### config.mk
export PLATFORM = sky130hd
export DESIGN_NAME = qspi_rd_master_flat
export DESIGN_NICKNAME = d
export VERILOG_FILES = /design/src/rtl/qspi_rd_master_if.sv /design/src/rtl/qspi_rd_master.sv /design/src/flat_wrapper.sv
export SDC_FILE = /design/constraint.sdc
export NUM_CORES = 1
export LEC_CHECK = 0
export ABC_AREA = 0
export BUFFER_PORTS_ARGS = -buffer_cell sky130_fd_sc_hd__buf_2
export CAP_MARGIN = 15
export CORE_MARGIN = 2
export CORE_UTILIZATION = 35
export CTS_CLUSTER_DIAMETER = 120
export DETAILED_ROUTE_END_ITERATION = 10
export HOLD_SLACK_MARGIN = 0.03
export PLACE_DENSITY = 0.6
export SYNTH_ARGS = -nofsm -noshare
export SYNTH_HDL_FRONTEND = slang
export SYNTH_SLANG_ARGS = --single-unit
### constraint.sdc
create_clock -name sys_clk -period 3.2 [get_ports sys_clk]
set_clock_uncertainty 0.2 [all_clocks]
set_input_delay 0.48 -clock sys_clk [delete_from_list [all_inputs] [get_ports sys_clk]]
set_output_delay 0.48 -clock sys_clk [all_outputs]
set_load 0.05 [all_outputs]
### src/rtl/qspi_rd_master_if.sv
// Host-side request/response bundle of the QSPI read initiator.
// The master modport is the requester; the slave modport is the qspi_rd_master itself.
interface qspi_rd_master_if #(
    parameter int LEN_W = 8
) ();
    logic             req_valid;
    logic             req_ready;
    logic [23:0]      req_addr;
    logic [LEN_W-1:0] req_len;
    logic             busy;
    logic             done;
    logic [7:0]       rd_byte;
    logic             rd_byte_valid;

    modport master (
        output req_valid, req_addr, req_len,
        input  req_ready, busy, done, rd_byte, rd_byte_valid
    );

    modport slave (
        input  req_valid, req_addr, req_len,
        output req_ready, busy, done, rd_byte, rd_byte_valid
    );
endinterface

### src/rtl/qspi_rd_master.sv
// Single-lane SPI fast-read initiator: command, 24-bit address, dummy cycles and
// a data phase of req_len+1 bytes, each received byte delivered as a one-cycle strobe.
module qspi_rd_master #(
    parameter int         CLK_DIV      = 4,
    parameter logic [7:0] CMD          = 8'h0B,
    parameter int         DUMMY_CYCLES = 8,
    parameter int         LEN_W        = 8
) (
    input  logic              sys_clk,
    input  logic              rst_n,
    qspi_rd_master_if.slave   host,
    output logic              qspi_clk,
    output logic              qspi_csn,
    output logic              qspi_di,
    input  logic              qspi_do,
    output logic              qspi_wpn,
    output logic              qspi_holdn
);

    typedef enum logic [2:0] {
        S_IDLE  = 3'd0,
        S_SETUP = 3'd1,
        S_CMD   = 3'd2,
        S_ADDR  = 3'd3,
        S_DUMMY = 3'd4,
        S_DATA  = 3'd5,
        S_HOLD  = 3'd6,
        S_GAP   = 3'd7
    } state_t;

    localparam logic [7:0]     DIV_LAST   = 8'(CLK_DIV - 1);
    localparam logic [7:0]     DUMMY_LAST = 8'(DUMMY_CYCLES - 1);
    localparam logic [LEN_W:0] BYTE_ONE   = (LEN_W+1)'(1);

    state_t         state_r, state_nxt;
    logic [7:0]     div_r, div_nxt;
    logic           hi_r, hi_nxt;
    logic [7:0]     bit_r, bit_nxt;
    logic [LEN_W:0] byte_cnt_r, byte_cnt_nxt;
    logic [23:0]    addr_r, addr_nxt;
    logic [7:0]     shift_r, shift_nxt;
    logic [7:0]     rd_byte_r, rd_byte_nxt;
    logic           rd_valid_r, rd_valid_nxt;
    logic           clk_r, csn_r, di_r, ready_r, busy_r, done_r;
    logic           clk_nxt, csn_nxt, di_nxt, ready_nxt, busy_nxt, done_nxt;
    logic           div_last_s, sample_s;

    assign div_last_s = (div_r == DIV_LAST);
    // The rising-edge cycle of SCLK is the first cycle of the high half.
    assign sample_s   = (state_r inside {S_CMD, S_ADDR, S_DUMMY, S_DATA}) && hi_r && (div_r == 8'd0);

    // Next-state logic: half-period divider, bit counter per phase, byte counter.
    always_comb begin
        state_nxt    = state_r;
        div_nxt      = div_r;
        hi_nxt       = hi_r;
        bit_nxt      = bit_r;
        byte_cnt_nxt = byte_cnt_r;
        addr_nxt     = addr_r;
        shift_nxt    = shift_r;
        rd_byte_nxt  = rd_byte_r;
        rd_valid_nxt = 1'b0;
        case (state_r)
            S_IDLE: begin
                if (host.req_valid) begin
                    state_nxt    = S_SETUP;
                    div_nxt      = 8'd0;
                    hi_nxt       = 1'b0;
                    addr_nxt     = host.req_addr;
                    byte_cnt_nxt = {1'b0, host.req_len} + BYTE_ONE;
                end else begin
                    state_nxt = S_IDLE;
                end
            end
            S_SETUP: begin
                if (div_last_s) begin
                    state_nxt = S_CMD;
                    div_nxt   = 8'd0;
                    hi_nxt    = 1'b0;
                    bit_nxt   = 8'd7;
                end else begin
                    div_nxt = div_r + 8'd1;
                end
            end
            S_CMD, S_ADDR, S_DUMMY, S_DATA: begin
                if (sample_s && (state_r == S_DATA)) begin
                    shift_nxt = {shift_r[6:0], qspi_do};
                    if (bit_r == 8'd0) begin
                        rd_byte_nxt  = {shift_r[6:0], qspi_do};
                        rd_valid_nxt = 1'b1;
                    end else begin
                        rd_valid_nxt = 1'b0;
                    end
                end else begin
                    shift_nxt = shift_r;
                end
                if (!div_last_s) begin
                    div_nxt = div_r + 8'd1;
                end else if (!hi_r) begin
                    div_nxt = 8'd0;
                    hi_nxt  = 1'b1;
                end else begin
                    div_nxt = 8'd0;
                    hi_nxt  = 1'b0;
                    if (bit_r != 8'd0) begin
                        bit_nxt = bit_r - 8'd1;
                    end else begin
                        case (state_r)
                            S_CMD: begin
                                state_nxt = S_ADDR;
                                bit_nxt   = 8'd23;
                            end
                            S_ADDR: begin
                                if (DUMMY_CYCLES > 0) begin
                                    state_nxt = S_DUMMY;
                                    bit_nxt   = DUMMY_LAST;
                                end else begin
                                    state_nxt = S_DATA;
                                    bit_nxt   = 8'd7;
                                end
                            end
                            S_DUMMY: begin
                                state_nxt = S_DATA;
                                bit_nxt   = 8'd7;
                            end
                            S_DATA: begin
                                if (byte_cnt_r == BYTE_ONE) begin
                                    state_nxt = S_HOLD;
                                end else begin
                                    byte_cnt_nxt = byte_cnt_r - BYTE_ONE;
                                    bit_nxt      = 8'd7;
                                end
                            end
                            default: state_nxt = S_IDLE;
                        endcase
                    end
                end
            end
            S_HOLD: begin
                if (div_last_s) begin
                    state_nxt = S_GAP;
                    div_nxt   = 8'd0;
                end else begin
                    div_nxt = div_r + 8'd1;
                end
            end
            S_GAP: begin
                if (div_last_s) begin
                    state_nxt = S_IDLE;
                    div_nxt   = 8'd0;
                end else begin
                    div_nxt = div_r + 8'd1;
                end
            end
            default: state_nxt = S_IDLE;
        endcase
    end

    // Output values are decoded from the next state so every pin is a flop.
    always_comb begin
        clk_nxt   = (state_nxt inside {S_CMD, S_ADDR, S_DUMMY, S_DATA}) && hi_nxt;
        csn_nxt   = !(state_nxt inside {S_SETUP, S_CMD, S_ADDR, S_DUMMY, S_DATA, S_HOLD});
        ready_nxt = (state_nxt == S_IDLE);
        busy_nxt  = (state_nxt != S_IDLE) && (state_nxt != S_GAP);
        done_nxt  = (state_nxt == S_GAP) && (state_r != S_GAP);
        case (state_nxt)
            S_CMD:   di_nxt = CMD[bit_nxt[2:0]];
            S_ADDR:  di_nxt = addr_nxt[bit_nxt[4:0]];
            default: di_nxt = 1'b0;
        endcase
    end

    // FSM and datapath state registers.
    always_ff @(posedge sys_clk or negedge rst_n) begin
        if (!rst_n) begin
            state_r    <= S_IDLE;
            div_r      <= 8'd0;
            hi_r       <= 1'b0;
            bit_r      <= 8'd0;
            byte_cnt_r <= {(LEN_W+1){1'b0}};
            addr_r     <= 24'd0;
            shift_r    <= 8'd0;
        end else begin
            state_r    <= state_nxt;
            div_r      <= div_nxt;
            hi_r       <= hi_nxt;
            bit_r      <= bit_nxt;
            byte_cnt_r <= byte_cnt_nxt;
            addr_r     <= addr_nxt;
            shift_r    <= shift_nxt;
        end
    end

    // Registered pins and host-side status.
    always_ff @(posedge sys_clk or negedge rst_n) begin
        if (!rst_n) begin
            clk_r      <= 1'b0;
            csn_r      <= 1'b1;
            di_r       <= 1'b0;
            ready_r    <= 1'b1;
            busy_r     <= 1'b0;
            done_r     <= 1'b0;
            rd_byte_r  <= 8'd0;
            rd_valid_r <= 1'b0;
        end else begin
            clk_r      <= clk_nxt;
            csn_r      <= csn_nxt;
            di_r       <= di_nxt;
            ready_r    <= ready_nxt;
            busy_r     <= busy_nxt;
            done_r     <= done_nxt;
            rd_byte_r  <= rd_byte_nxt;
            rd_valid_r <= rd_valid_nxt;
        end
    end

    assign qspi_clk           = clk_r;
    assign qspi_csn           = csn_r;
    assign qspi_di            = di_r;
    assign qspi_wpn           = 1'b1;
    assign qspi_holdn         = 1'b1;
    assign host.req_ready     = ready_r;
    assign host.busy          = busy_r;
    assign host.done          = done_r;
    assign host.rd_byte       = rd_byte_r;
    assign host.rd_byte_valid = rd_valid_r;

endmodule

### src/flat_wrapper.sv
// flat-port wrapper written by rule: the top's interface ports become plain ports
module qspi_rd_master_flat 
#(
    parameter int         CLK_DIV      = 4,
    parameter logic [7:0] CMD          = 8'h0B,
    parameter int         DUMMY_CYCLES = 8,
    parameter int         LEN_W        = 8
)
  (sys_clk, rst_n, qspi_clk, qspi_csn, qspi_di, qspi_do, qspi_wpn, qspi_holdn, host_req_valid, host_req_addr, host_req_len, host_req_ready, host_busy, host_done, host_rd_byte, host_rd_byte_valid);
  qspi_rd_master_if #(.LEN_W(LEN_W)) host_i ();
  input  logic sys_clk;
  input  logic rst_n;
  output logic qspi_clk;
  output logic qspi_csn;
  output logic qspi_di;
  input  logic qspi_do;
  output logic qspi_wpn;
  output logic qspi_holdn;
  input wire logic [$bits(host_i.req_valid)-1:0] host_req_valid;
  input wire logic [$bits(host_i.req_addr)-1:0] host_req_addr;
  input wire logic [$bits(host_i.req_len)-1:0] host_req_len;
  output wire logic [$bits(host_i.req_ready)-1:0] host_req_ready;
  output wire logic [$bits(host_i.busy)-1:0] host_busy;
  output wire logic [$bits(host_i.done)-1:0] host_done;
  output wire logic [$bits(host_i.rd_byte)-1:0] host_rd_byte;
  output wire logic [$bits(host_i.rd_byte_valid)-1:0] host_rd_byte_valid;
  assign host_i.req_valid = host_req_valid;
  assign host_i.req_addr = host_req_addr;
  assign host_i.req_len = host_req_len;
  assign host_req_ready = host_i.req_ready;
  assign host_busy = host_i.busy;
  assign host_done = host_i.done;
  assign host_rd_byte = host_i.rd_byte;
  assign host_rd_byte_valid = host_i.rd_byte_valid;
  qspi_rd_master #(.CLK_DIV(CLK_DIV), .CMD(CMD), .DUMMY_CYCLES(DUMMY_CYCLES), .LEN_W(LEN_W)) u_core (.sys_clk(sys_clk), .rst_n(rst_n), .host(host_i), .qspi_clk(qspi_clk), .qspi_csn(qspi_csn), .qspi_di(qspi_di), .qspi_do(qspi_do), .qspi_wpn(qspi_wpn), .qspi_holdn(qspi_holdn));
endmodule
# After elaboration in Yosys (flattened, before gate mapping)
# Memories as Yosys holds them, arrays and structs flattened.
# Index checks and enable logic that the tools add are counted.
# Widths: inputs -> output; s select.
# word_totals
reg_bits	75
out_inout_bits	17
in_bits	36
n_memories	1
mem_bits_ro	8
# memory_table
name	words	word_bits	rd	rd_clocked_by_memory_dff	write_ports	line	text
(name not given)	8	1	1	0	0	qspi_rd_master.sv:167	S_CMD: di_nxt = CMD[bit_nxt[2:0]];
# classes
n_reduce_logical	25
add_sub_neg	4
magnitude_cmp	2
n_eq_ne	27
muxes	41
# ops
operator	count
$mux 8	7
$mux 9	6
$mux 24	2
$pmux 8 s2	2
$eq 3x3->1 const B	8
$pmux 8 s3	1
$mux 3	7
$pmux 9 s2	1
$logic_not 8->1	2
$pmux 3 s5	1
$eq 3x2->1 const B	4
$pmux 3 s4	1
$mux 1	10
$add 8x1->9 const B	1
$eq 9x1->1 const B	1
$sub 9x1->9 const B	1
$add 8x1->8 const B	1
$eq 8x2->1 const B	1
$ne 2x1->1 const B	4
$reduce_bool 4->1	2
$reduce_bool 8->1	1
$sub 8x1->8 const B	1
$reduce_and 7->1	1
$reduce_or 7->1	1
21 further kinds	32

# Longest topological paths before layout
# depth
word_depth	10
mapped_depth	12

# Worst setup path before layout
# OpenSTA, ideal clock, no wires.
# synth_path
path_kind	register to register
start	register u_core.div_r[0]
end	register u_core.di_r (netlist: u_core.qspi_di)
arrival_ns	3.048
setup_ns	0.124
path_stages_with_launch	11
synth_period_minus_slack_ns	3.371
slack_ns	-0.171
cell_sequence	dfrtp_1 ha_1 or3b_2 nor2_8 inv_4 or4_4 a31o_4 and3_1 o31a_1 a2111o_1 a211o_1
# synth_between
elab_chain_len	6
# synth_rtl
item	line	text
from (decl)	qspi_rd_master.sv:36	logic [7:0] div_r, div_nxt;
from (signal assigned)	qspi_rd_master.sv:185	div_r <= div_nxt;
$eq 8x2->1 *	qspi_rd_master.sv:48	assign div_last_s = (div_r == DIV_LAST);
$mux 8 (on tied branches)	qspi_rd_master.sv:97, qspi_rd_master.sv:76	
$pmux 8 s2	qspi_rd_master.sv:63	case (state_r)
$bmux 1 s5 / $mem_v2 8x1 (equally long branches)	--	
$mux 1 (on tied branches)	qspi_rd_master.sv:168, qspi_rd_master.sv:167	
$pmux 1 s2 *	qspi_rd_master.sv:166	case (state_nxt)
named net u_core.di_nxt	qspi_rd_master.sv:45	logic clk_nxt, csn_nxt, di_nxt, ready_nxt, busy_nxt, done_nxt;
to (signal assigned)	qspi_rd_master.sv:208	di_r <= di_nxt;
to (decl)	qspi_rd_master.sv:44	logic clk_r, csn_r, di_r, ready_r, busy_r, done_r;
# The timed path passes the listed nets; every way through them passes the cells marked *. The select of a mux whose other input is x is not followed.
# A chain may end at the register's enable or synchronous reset.

# Final worst setup path
# layout_path
start	register u_core.div_r[4]
end	register u_core.di_r (netlist: u_core.qspi_di)
# The elaborated chain is that of the path after synthesis.

==> flow_summary.ini <==
[finish]
n_antenna_cell = 0
drive_gt1_share_pct = 33.2
fillers = 1128
multi_input_area_um2 = 2270
area_growth_pct = 26.8
seq_area_um2 = 1880
nNetsFinal = 577

[drt]
wl_per_cell_um = 15.8
wl_um = 10800
first_pass_iters = 4
drt-initial-drc-count = 256
postRouteAntennaNets = 0
avgViaCountPerCell = 5.43
vias = 3723
drc_errors = 0

[cts]
numCtsBuffers = 9
clk_pin_slew_ps = 60
clock_latency_ps = 340
cts_tree = built
h-tree-depth = 3
hold_buffers = 0
numClockSinks = 75
ctsLongestPathBuffers = 2
cts-root-buf = clkbuf_16

[global_routing]
antenna_found_initial = 0
grt_pass1_vias = 3755
grt-ovfl-total = 0
grt_max_degree = 76
grt_first_pass_wirelength_um = 18300
grt_usage_pct = 17.8

[placed_design]
dpl.hpwl_um = 8010
dp_slack_ps = -46.6
gp_congestion = 0.916
numPortBuffers = 50

[yosys]
ys_ff_latch = 75
syn_area_um2 = 4290
async_reset_ff_share_pct = 100
syn_inst = 436
avgSynthCellArea_um2 = 9.83
synth_edf_count = 0
synthTopCellsByArea = dfrtp_1 43%, mux2_2 8.4%, o21ai_0 3.3%
yosysWarnings = 0
synth.most_common_cell = dfrtp_1
synth_commonest_cells = 73 x dfrtp_1, 37 x nor2_1, 32 x mux2_2
synthFlopType = dfrtp_1
yosys.area.top_type_share_pct = 42.6
yosysSeqAreaShare_pct = 43.9
ys_types = 69
yosys.area.top_type = dfrtp_1

[power]
irDropWorstVdd_mv = 0.434
powerDensity_nw_per_um2 = 950
p_int_uw = 3100
leakage_uw = 0.00254
power.switching_uw = 2060
clock_power_share_pct = 20.9
switching_share_pct = 40.0
seqPwrFrac_pct = 28.4
p_comb_share_pct = 50.7

[setup_path]
crit_path_start = u_core.div_r[4]
path_max_fanout = 10
arrival_ps = 3230
critPathCaptureType = register
critPathSlowestCell = or4_4
cp-start-kind = register
worstPathRequired_ps = 3230
critical_path_class = register to register
cp_top_family = simple AND/OR/NAND/NOR gates
cp_cell_sequence = or4_4 -> nor2_8 -> inv_4 -> or4_4 -> a31o_4 -> and3_1 -> o31a_1 -> a2111o_1 -> a211o_1
r2r-start = u_core.div_r[4]
cp_common_cell = or4_4
path_buf_inv = 1
max_stage_delay_ps = 620

[sta]
setup_viol = 0
setup_tns_ps = 0
period_needed_ps = 3200
fmax_mhz = 313
worst_pin_slew_ps = 955
finalHoldViolations = 0
drv_slew = 0
fin_crit_sh_pct = 100
grt_setup_unrepaired = true
setup_ws_ps = 0.443
max-slew-margin-rel_pct = 36.4

[floorplan]
die_width_um = 115
die_area_um2 = 13100
start_util_pct = 35.8
num_rows = 40
die_h_um = 115
io_pins = 53
core_um2 = 12000

[outcome]
status = finished, final reports clean

[job]
drv_cap = 0

[worst_hold_path]
hold_path_class = input port to asynchronous set/reset pin
[state kept, by name, indices dropped and copies added, names as in the netlist, 3 cells and up]
signal and cells:
u_core.addr_r 24, u_core.byte_cnt_r 9, u_core.bit_r 8, u_core.div_r 8, u_core.host.rd_byte 8, u_core.shift_r 7, u_core.state_r 3
[per-layer routing]
| layer | track usage, % | routed length [µm] |
|---|---|---|
| met3 | 3.28 | 318 |
| met1 | 23.8 | 5160 |
| met4 | 7.15 | 189 |
| met2 | 28.6 | 5140 |
| met5 | 0 | 0 |
[metrics by stage]
| step | cells | hold WS, ps | instance area [µm²] | power (µW) | utilization, % |
|---|---|---|---|---|---|
| 3_3_place_gp | 665 | 272 | 5040 | 3960 | 42.1 |
| 4_1_cts | 683 | 129 | 5390 | 5140 | 45.0 |
| 5_1_grt | 686 | 173 | 5440 | 5540 | 45.4 |
| 3_5_place_dp | 665 | 281 | 5040 | 3990 | 42.1 |
| 2_1_floorplan | 437 | -15.6 | 4290 | 3160 | - |
| 6_report | 686 | 62.1 | 5440 | 5160 | 45.4 |
[repair_timing]
item                                    in CTS  in global routing
gates cloned                                 0                  0
endpoints found under the setup margin       1                  1
pin swaps                                    2                  1
buffers inserted                             2                  2
resized for setup                            3                  7
[cells in the final DEF, fill, tap and decap left out, types with 9 or more instances in the layout]
master,instances
buf_4,55
nor2_1,35
o21ai_0,28
buf_2,49
inv_1,24
nand2_1,23
clkbuf_16,9
a21oi_1,17
nor3_1,16
dfrtp_1,73
nand3_1,17
mux2i_1,12
mux2_2,32
[final timing paths]
check	endpoint	slack [ps]	depth (start not counted)
hold reg to reg	u_core.addr_r[12]	290	1
setup / recovery	u_core.qspi_di	0.4	9
hold / removal	u_core.byte_cnt_r[0]	60	1
max in group asynchronous	u_core.byte_cnt_r[3]	2080	1
min in group sys_clk	u_core.byte_cnt_r[0]	160	2
setup reg to reg	u_core.qspi_di	0.4	9
[kinds of logic after synthesis]
| group | Yosys count | synth area share, % |
|---|---|---|
| xor gates and xnor gates | 11 | 2.25 |
| DFF | 75 | 43.9 |
| and+or+nand+nor | 146 | 18.7 |
| muxes | 44 | 11.2 |
| buffers and inverters | 46 | 4.50 |
| adders and majority gates | 7 | 2.04 |
| other | 1 | 0.0875 |
| AOI/OAI and AO/OA | 106 | 17.3 |
[power groups by stage]
| stage | Combinational [µW] | Clock (µW) | Sequential, µW |
|---|---|---|---|
| after CTS | 2560 | 1110 | 1470 |
| after global routing | 2890 | 1140 | 1510 |
| after global placement | 2490 | 0 | 1470 |
| final | 2620 | 1080 | 1470 |
| after detailed placement | 2500 | 0 | 1480 |
| after floorplan | 1650 | 0 | 1520 |
[layout make-up]
class | count | area share (%)
clock buffers | 10 | 4.21
flip-flops and latches | 75 | 34.6
clock inverters | 6 | 1.61
repair buffers | 106 | 12.7
multi-input cells | 316 | 41.7
inverters | 26 | 1.84
well taps | 147 | 3.38
Power figures use the tool's default switching activity.
